<file path="config.mk">
export PLATFORM = sky130hd
export DESIGN_NAME = veda_memory_burst_flat
export DESIGN_NICKNAME = d
export VERILOG_FILES = /design/src/rtl/veda_memory_burst_if.sv /design/src/rtl/veda_memory_burst.sv /design/src/flat_wrapper.sv
export SDC_FILE = /design/constraint.sdc
export NUM_CORES = 2
export LEC_CHECK = 0
export CAP_MARGIN = 20
export CORE_MARGIN = 2
export CORE_UTILIZATION = 40
export CTS_CLUSTER_DIAMETER = 40
export DETAILED_ROUTE_END_ITERATION = 12
export GPL_TIMING_DRIVEN = 1
export PLACE_DENSITY = 0.59
export SYNTH_ARGS = -nofsm -noshare
export SYNTH_HDL_FRONTEND = slang
export SYNTH_SLANG_ARGS = --single-unit
</file>
<file path="constraint.sdc">
create_clock -name clk -period 3.8 [get_ports clk]
set_input_delay 0.38 -clock clk [delete_from_list [all_inputs] [get_ports clk]]
set_output_delay 0.38 -clock clk [all_outputs]
set_load 0.02 [all_outputs]
</file>
<file path="src/rtl/veda_memory_burst_if.sv">
// ---------------------------------------------------------------------------
// veda_memory_burst_if
//   Request / write-beat / read-beat bundle for veda_memory_burst.
//
//   Request channel : req_valid, req_ready, req_write, req_addr, req_len
//   Write channel   : wr_valid, wr_ready, wr_data, wr_strb
//   Read channel    : rd_valid, rd_ready, rd_data, rd_last
//   Status          : busy
//
//   master : the requester (datapath / DMA / testbench)
//   slave  : the memory
// ---------------------------------------------------------------------------
interface veda_memory_burst_if #(
  parameter int DATA_W = 32,
  parameter int DEPTH  = 32,
  parameter int LEN_W  = 4
);
  localparam int ADDR_W = (DEPTH > 1) ? $clog2(DEPTH) : 1;
  localparam int STRB_W = DATA_W / 8;

  // request channel
  logic              req_valid;
  logic              req_ready;
  logic              req_write;
  logic [ADDR_W-1:0] req_addr;
  logic [LEN_W-1:0]  req_len;

  // write beat channel
  logic              wr_valid;
  logic              wr_ready;
  logic [DATA_W-1:0] wr_data;
  logic [STRB_W-1:0] wr_strb;

  // read beat channel
  logic              rd_valid;
  logic              rd_ready;
  logic [DATA_W-1:0] rd_data;
  logic              rd_last;

  // status
  logic              busy;

  modport master (
    output req_valid, req_write, req_addr, req_len,
    output wr_valid, wr_data, wr_strb,
    output rd_ready,
    input  req_ready, wr_ready, rd_valid, rd_data, rd_last, busy
  );

  modport slave (
    input  req_valid, req_write, req_addr, req_len,
    input  wr_valid, wr_data, wr_strb,
    input  rd_ready,
    output req_ready, wr_ready, rd_valid, rd_data, rd_last, busy
  );
endinterface

</file>
<file path="src/rtl/veda_memory_burst.sv">
// ---------------------------------------------------------------------------
// veda_memory_burst
//   Single-port on-chip word memory with per-byte write strobes and a
//   valid/ready burst interface. A request carries a start address and a
//   beat count minus one; the burst then auto-increments the word pointer,
//   wrapping from DEPTH-1 back to 0.
//
//   Ports
//     clk    : single clock, all state changes on the rising edge
//     reset  : synchronous, active-high; clears every word and aborts any
//              burst in progress
//     bus    : veda_memory_burst_if.slave
//              req_*  : burst request (accepted only in IDLE)
//              wr_*   : write beats, byte-enabled by wr_strb
//              rd_*   : read beats, 1-cycle latency, 1 beat/cycle,
//                       rd_last flags the final beat
//              busy   : high while a burst is in progress
//
//   Parameters
//     DATA_W : word width in bits (multiple of 8)
//     DEPTH  : number of words (power of 2)
//     LEN_W  : burst length field width; a burst is req_len+1 beats
// ---------------------------------------------------------------------------
module veda_memory_burst #(
  parameter int DATA_W = 32,
  parameter int DEPTH  = 32,
  parameter int LEN_W  = 4
) (
  input  logic                clk,
  input  logic                reset,
  veda_memory_burst_if.slave  bus
);
  localparam int ADDR_W = (DEPTH > 1) ? $clog2(DEPTH) : 1;
  localparam int STRB_W = DATA_W / 8;

  typedef enum logic [1:0] {
    IDLE  = 2'd0,
    WRITE = 2'd1,
    READ  = 2'd2
  } state_t;

  // -------------------------------------------------------------------------
  // State
  // -------------------------------------------------------------------------
  state_t            state_reg, state_next;
  logic [ADDR_W-1:0] ptr_reg, ptr_next;
  logic [LEN_W-1:0]  beats_left_reg, beats_left_next;
  logic [DATA_W-1:0] rd_data_reg, rd_data_next;
  logic              rd_valid_reg, rd_valid_next;
  logic              rd_last_reg, rd_last_next;

  // Storage is a plain register array: the whole memory must clear in the
  // single reset cycle, which a block RAM cannot do.
  logic [DATA_W-1:0] mem_reg [DEPTH];

  // -------------------------------------------------------------------------
  // Handshakes and status
  // -------------------------------------------------------------------------
  logic              req_fire;
  logic              wr_fire;
  logic              rd_fire;
  logic [ADDR_W-1:0] ptr_inc;
  logic [STRB_W-1:0] byte_we;

  assign bus.req_ready = (state_reg == IDLE);
  assign bus.wr_ready  = (state_reg == WRITE);
  assign bus.busy      = (state_reg != IDLE);
  assign bus.rd_valid  = rd_valid_reg;
  assign bus.rd_data   = rd_data_reg;
  assign bus.rd_last   = rd_last_reg;

  assign req_fire = bus.req_valid && bus.req_ready;
  assign wr_fire  = bus.wr_valid  && bus.wr_ready;
  assign rd_fire  = rd_valid_reg  && bus.rd_ready;

  // ADDR_W-bit addition wraps naturally at DEPTH because DEPTH is 2^ADDR_W.
  assign ptr_inc = ptr_reg + 1'b1;

  // Per-byte write enables for the word addressed by ptr_reg.
  generate
    for (genvar gi = 0; gi < STRB_W; gi++) begin : g_byte_we
      assign byte_we[gi] = wr_fire && bus.wr_strb[gi];
    end
  endgenerate

  // -------------------------------------------------------------------------
  // FSM state register and read-output registers
  // -------------------------------------------------------------------------
  always_ff @(posedge clk) begin
    if (reset) begin
      state_reg      <= IDLE;
      ptr_reg        <= '0;
      beats_left_reg <= '0;
      rd_data_reg    <= '0;
      rd_valid_reg   <= 1'b0;
      rd_last_reg    <= 1'b0;
    end else begin
      state_reg      <= state_next;
      ptr_reg        <= ptr_next;
      beats_left_reg <= beats_left_next;
      rd_data_reg    <= rd_data_next;
      rd_valid_reg   <= rd_valid_next;
      rd_last_reg    <= rd_last_next;
    end
  end

  // -------------------------------------------------------------------------
  // Next-state / datapath logic
  // -------------------------------------------------------------------------
  always_comb begin
    state_next      = state_reg;
    ptr_next        = ptr_reg;
    beats_left_next = beats_left_reg;
    rd_data_next    = rd_data_reg;
    rd_valid_next   = rd_valid_reg;
    rd_last_next    = rd_last_reg;

    unique case (state_reg)
      IDLE: begin
        if (req_fire) begin
          ptr_next        = bus.req_addr;
          beats_left_next = bus.req_len;
          if (bus.req_write) begin
            state_next = WRITE;
          end else begin
            // First read beat is fetched on the accepting edge so that it
            // is presented one cycle after the request.
            state_next    = READ;
            rd_data_next  = mem_reg[bus.req_addr];
            rd_valid_next = 1'b1;
            rd_last_next  = (bus.req_len == '0);
          end
        end
      end

      WRITE: begin
        if (wr_fire) begin
          ptr_next        = ptr_inc;
          beats_left_next = beats_left_reg - 1'b1;
          if (beats_left_reg == '0) begin
            state_next = IDLE;
          end
        end
      end

      READ: begin
        if (rd_fire) begin
          if (rd_last_reg) begin
            // rd_data intentionally keeps the final beat.
            state_next    = IDLE;
            rd_valid_next = 1'b0;
            rd_last_next  = 1'b0;
          end else begin
            ptr_next        = ptr_inc;
            beats_left_next = beats_left_reg - 1'b1;
            rd_data_next    = mem_reg[ptr_inc];
            // beats_left_next == 0 exactly when the current count is 1.
            rd_last_next    = (beats_left_reg == LEN_W'(1));
          end
        end
        // Without a handshake all read outputs hold.
      end

      default: begin
        state_next = IDLE;
      end
    endcase
  end

  // -------------------------------------------------------------------------
  // Memory array: full clear on reset, byte-masked write otherwise.
  // -------------------------------------------------------------------------
  always_ff @(posedge clk) begin
    if (reset) begin
      for (int w = 0; w < DEPTH; w++) begin
        mem_reg[w] <= '0;
      end
    end else begin
      for (int k = 0; k < STRB_W; k++) begin
        if (byte_we[k]) begin
          mem_reg[ptr_reg][8*k +: 8] <= bus.wr_data[8*k +: 8];
        end
      end
    end
  end

endmodule
</file>
<file path="src/flat_wrapper.sv">
// flat-port wrapper written by rule: the top's interface ports become plain ports
module veda_memory_burst_flat 
#(
  parameter int DATA_W = 32,
  parameter int DEPTH  = 32,
  parameter int LEN_W  = 4
)
  (clk, reset, bus_req_valid, bus_req_write, bus_req_addr, bus_req_len, bus_wr_valid, bus_wr_data, bus_wr_strb, bus_rd_ready, bus_req_ready, bus_wr_ready, bus_rd_valid, bus_rd_data, bus_rd_last, bus_busy);
  veda_memory_burst_if #(.DATA_W(DATA_W), .DEPTH(DEPTH), .LEN_W(LEN_W)) bus_i ();
  input  logic clk;
  input  logic reset;
  input wire logic [$bits(bus_i.req_valid)-1:0] bus_req_valid;
  input wire logic [$bits(bus_i.req_write)-1:0] bus_req_write;
  input wire logic [$bits(bus_i.req_addr)-1:0] bus_req_addr;
  input wire logic [$bits(bus_i.req_len)-1:0] bus_req_len;
  input wire logic [$bits(bus_i.wr_valid)-1:0] bus_wr_valid;
  input wire logic [$bits(bus_i.wr_data)-1:0] bus_wr_data;
  input wire logic [$bits(bus_i.wr_strb)-1:0] bus_wr_strb;
  input wire logic [$bits(bus_i.rd_ready)-1:0] bus_rd_ready;
  output wire logic [$bits(bus_i.req_ready)-1:0] bus_req_ready;
  output wire logic [$bits(bus_i.wr_ready)-1:0] bus_wr_ready;
  output wire logic [$bits(bus_i.rd_valid)-1:0] bus_rd_valid;
  output wire logic [$bits(bus_i.rd_data)-1:0] bus_rd_data;
  output wire logic [$bits(bus_i.rd_last)-1:0] bus_rd_last;
  output wire logic [$bits(bus_i.busy)-1:0] bus_busy;
  assign bus_i.req_valid = bus_req_valid;
  assign bus_i.req_write = bus_req_write;
  assign bus_i.req_addr = bus_req_addr;
  assign bus_i.req_len = bus_req_len;
  assign bus_i.wr_valid = bus_wr_valid;
  assign bus_i.wr_data = bus_wr_data;
  assign bus_i.wr_strb = bus_wr_strb;
  assign bus_i.rd_ready = bus_rd_ready;
  assign bus_req_ready = bus_i.req_ready;
  assign bus_wr_ready = bus_i.wr_ready;
  assign bus_rd_valid = bus_i.rd_valid;
  assign bus_rd_data = bus_i.rd_data;
  assign bus_rd_last = bus_i.rd_last;
  assign bus_busy = bus_i.busy;
  veda_memory_burst #(.DATA_W(DATA_W), .DEPTH(DEPTH), .LEN_W(LEN_W)) u_core (.clk(clk), .reset(reset), .bus(bus_i));
endmodule
</file>
==> results.toml <==
[outcome]
outcome = "completed"

[worst_setup_path]
worst-path-buf-inv = 2
critPathMaxFanout = 9
cp.required_ns = 4.27
crit_slowest_cell = "nand3_1"
path_class = "flop to flop"
end_kind = "flop"
crit_family = "simple AND/OR/NAND/NOR gates"
crit_arrival_ns = 3.78
cp_cell_sequence = "nor2b_1 -> nand3_1 -> buf_4 -> nor2_1 -> buf_4 -> or2_2"
ff2ff_setup_slack_ns = 0.50
path_common_cell = "buf_4"
critPathMaxStageDelay_ns = 0.63
startpoint_type = "flop"

[logic_synthesis]
synth_seq_area_share_pct = 55.3
synth_fp_nets = 3862
netlist_instances = 3801
async_flop_share_pct = 0
yosys.area.top_type_share_pct = 53.7
synth.most_common_cell = "and2_1"
synth_area_leaders = "edfxtp_1 54%, mux4_2 21%, and2_1 11%"
ys_ff_latch = 1069
yosys-top-cells-count = "1,026 x and2_1, 1,024 x edfxtp_1, 535 x mux4_2"
ys_warn_count = 0
synth_flop_cell = "edfxtp_1"
synth_edf_count = 1024
synth_area_leader_cell = "edfxtp_1"
ys_types = 47
avgSynthCellArea_um2 = 15.1
synth_area_um2 = 57200

[sta]
fin_crit_ns = 3.30
skew_ns = 0.0539
rsz0062_at_grt = "no"
finalHoldViolCount = 0
relSlewSlack_pct = 17.8
fin_crit_sh_pct = 86.9
finalHoldWorstSlack_ns = 0.0600
setup_viol_count_final = 0
setup_slack_ns = 0.498
setup-tns-final_ns = 0
timing.fmax_ghz = 0.303
worst_pin_slew_ns = 1.23
finalMaxSlewViolations = 0

[placed_design]
dp_slack_ns = 0.655
gp_congestion = 0.873
dp_cells = 5641
port-buffer-count = 87
dp.final_hpwl_um = 123000

[cts]
cts.path.max_buffers = 3
cts.htree.levels = 4
cts_tree = "done"
cts_hold_buf = 0
cts_resized = 0
clock_tree.root_cell = "clkbuf_16"
cts_setup_buffers = 0
insertion_delay_ns = 0.80
cts_made_buffers = 172
cts_sinks = 1069
clkTransAtPathRegs_ns = 0.05

[power_and_ir_drop]
power_leakage_nw = 23.8
vdd_drop_max_uv = 571
powerDensity_nw_per_um2 = 626
fin_total_pwr_mw = 41.7

[drt]
via_per_inst = 5.93
ant_nets = 0
drcViolationCount = 0
drt_wl_total_um = 179000
drt_iter0_markers = 4108
wl_per_cell_um = 30.0
vias = 35300
first_pass_iters = 6

[layout]
stdcell_count = 5962
fillCellCount = 12100
area_delta_synth_final_pct = 16.5
final_nets = 3986
largest_reg_flops = 1024
final_layout_size_suffix_gt1_share_pct = 30.6

[floorplan]
die-width_um = 382
initial_utilization_pct = 40.4
die-area_um2 = 146000
ioPinCount = 88
die_h_um = 382
row_count = 138
core_um2 = 142000

[global_routing]
globalRoute.totalOverflow = 0
grt_first_pass_wirelength_um = 259000
grt_pass1_vias = 35000
antenna_found_initial = 5
grt_use_total_pct = 24.6
grt_start_max_net_pins = 103

[run]
maxCapViolations = 0

[hold_path]
hold_class = "input pin to flop"
[area by class of cell]
class,count,area (um2),area share (%)
clock inverter,128,1410,2.11
sequential,1069,31700,47.5
multi-input combinational,2412,24300,36.4
antenna,2,5.00,0.00751
clock buffer,191,4480,6.73
timing repair buffer,262,2450,3.67
inverter,8,30.0,0.0451
tap,1890,2360,3.55
[per-stage QoR]
step | util [%] | cell area [um2]
after global placement | 42.8 | 60700
after floorplan | - | 57200
after CTS | 47.0 | 66600
final | 47.0 | 66600
after detailed placement | 42.9 | 60700
after global routing | 47.0 | 66600
[kinds of logic after synthesis]
group / after synthesis / synth area share, %
xor gates and xnor gates: 3 / 0.0459
buffers and inverters: 320 / 2.45
AOI/OAI and AO/OA: 179 / 2.11
and+or+nand+nor: 1492 / 15.2
DFF: 1069 / 55.3
adders and majority gates: 10 / 0.219
muxes: 728 / 24.6
[per-layer routing]
metal  track usage [%]  wire (um)  share of wire, %  vias up
met1              35.3      76500                43    18400
met4              7.14       4690               2.6        8
li1                  -          -                 -    14900
met5                 0         60             0.034        -
met3              5.87      16500               9.2      278
met2              37.3      81300                45     1777
[placed cells by master, fill, tap and decap left out, types with 44 or more instances in the layout]
cell type / instances
and2_1: 1025
edfxtp_1: 1024
mux4_2: 535
clkbuf_16: 177
buf_4: 154
nor2_1: 146
or2_2: 128
nand2_1: 102
mux2i_1: 97
mux2_2: 96
clkdlybuf4s50_1: 75
dfxtp_1: 44
[report_power, final]
group / internal (mW) / leakage [nW] / switching (mW) / total [mW]
Clock: 9.82 / 2.84 / 6.09 / 15.9
Combinational: 5.43 / 9.98 / 6.40 / 11.8
Sequential: 13.4 / 10.9 / 0.549 / 14.0
[path summary, 6_finish.rpt]
| check | startpoint | to | cells past startpoint |
|---|---|---|---|
| max | u_core.ptr_reg[2] | u_core.mem_reg[15][6] | 6 |
| min | reset | u_core.bus.rd_valid | 2 |
| max reg2reg | u_core.ptr_reg[2] | u_core.mem_reg[15][6] | 6 |
| min reg2reg | u_core.beats_left_reg[3] | u_core.beats_left_reg[3] | 2 |
Power figures use the tool's default switching activity.
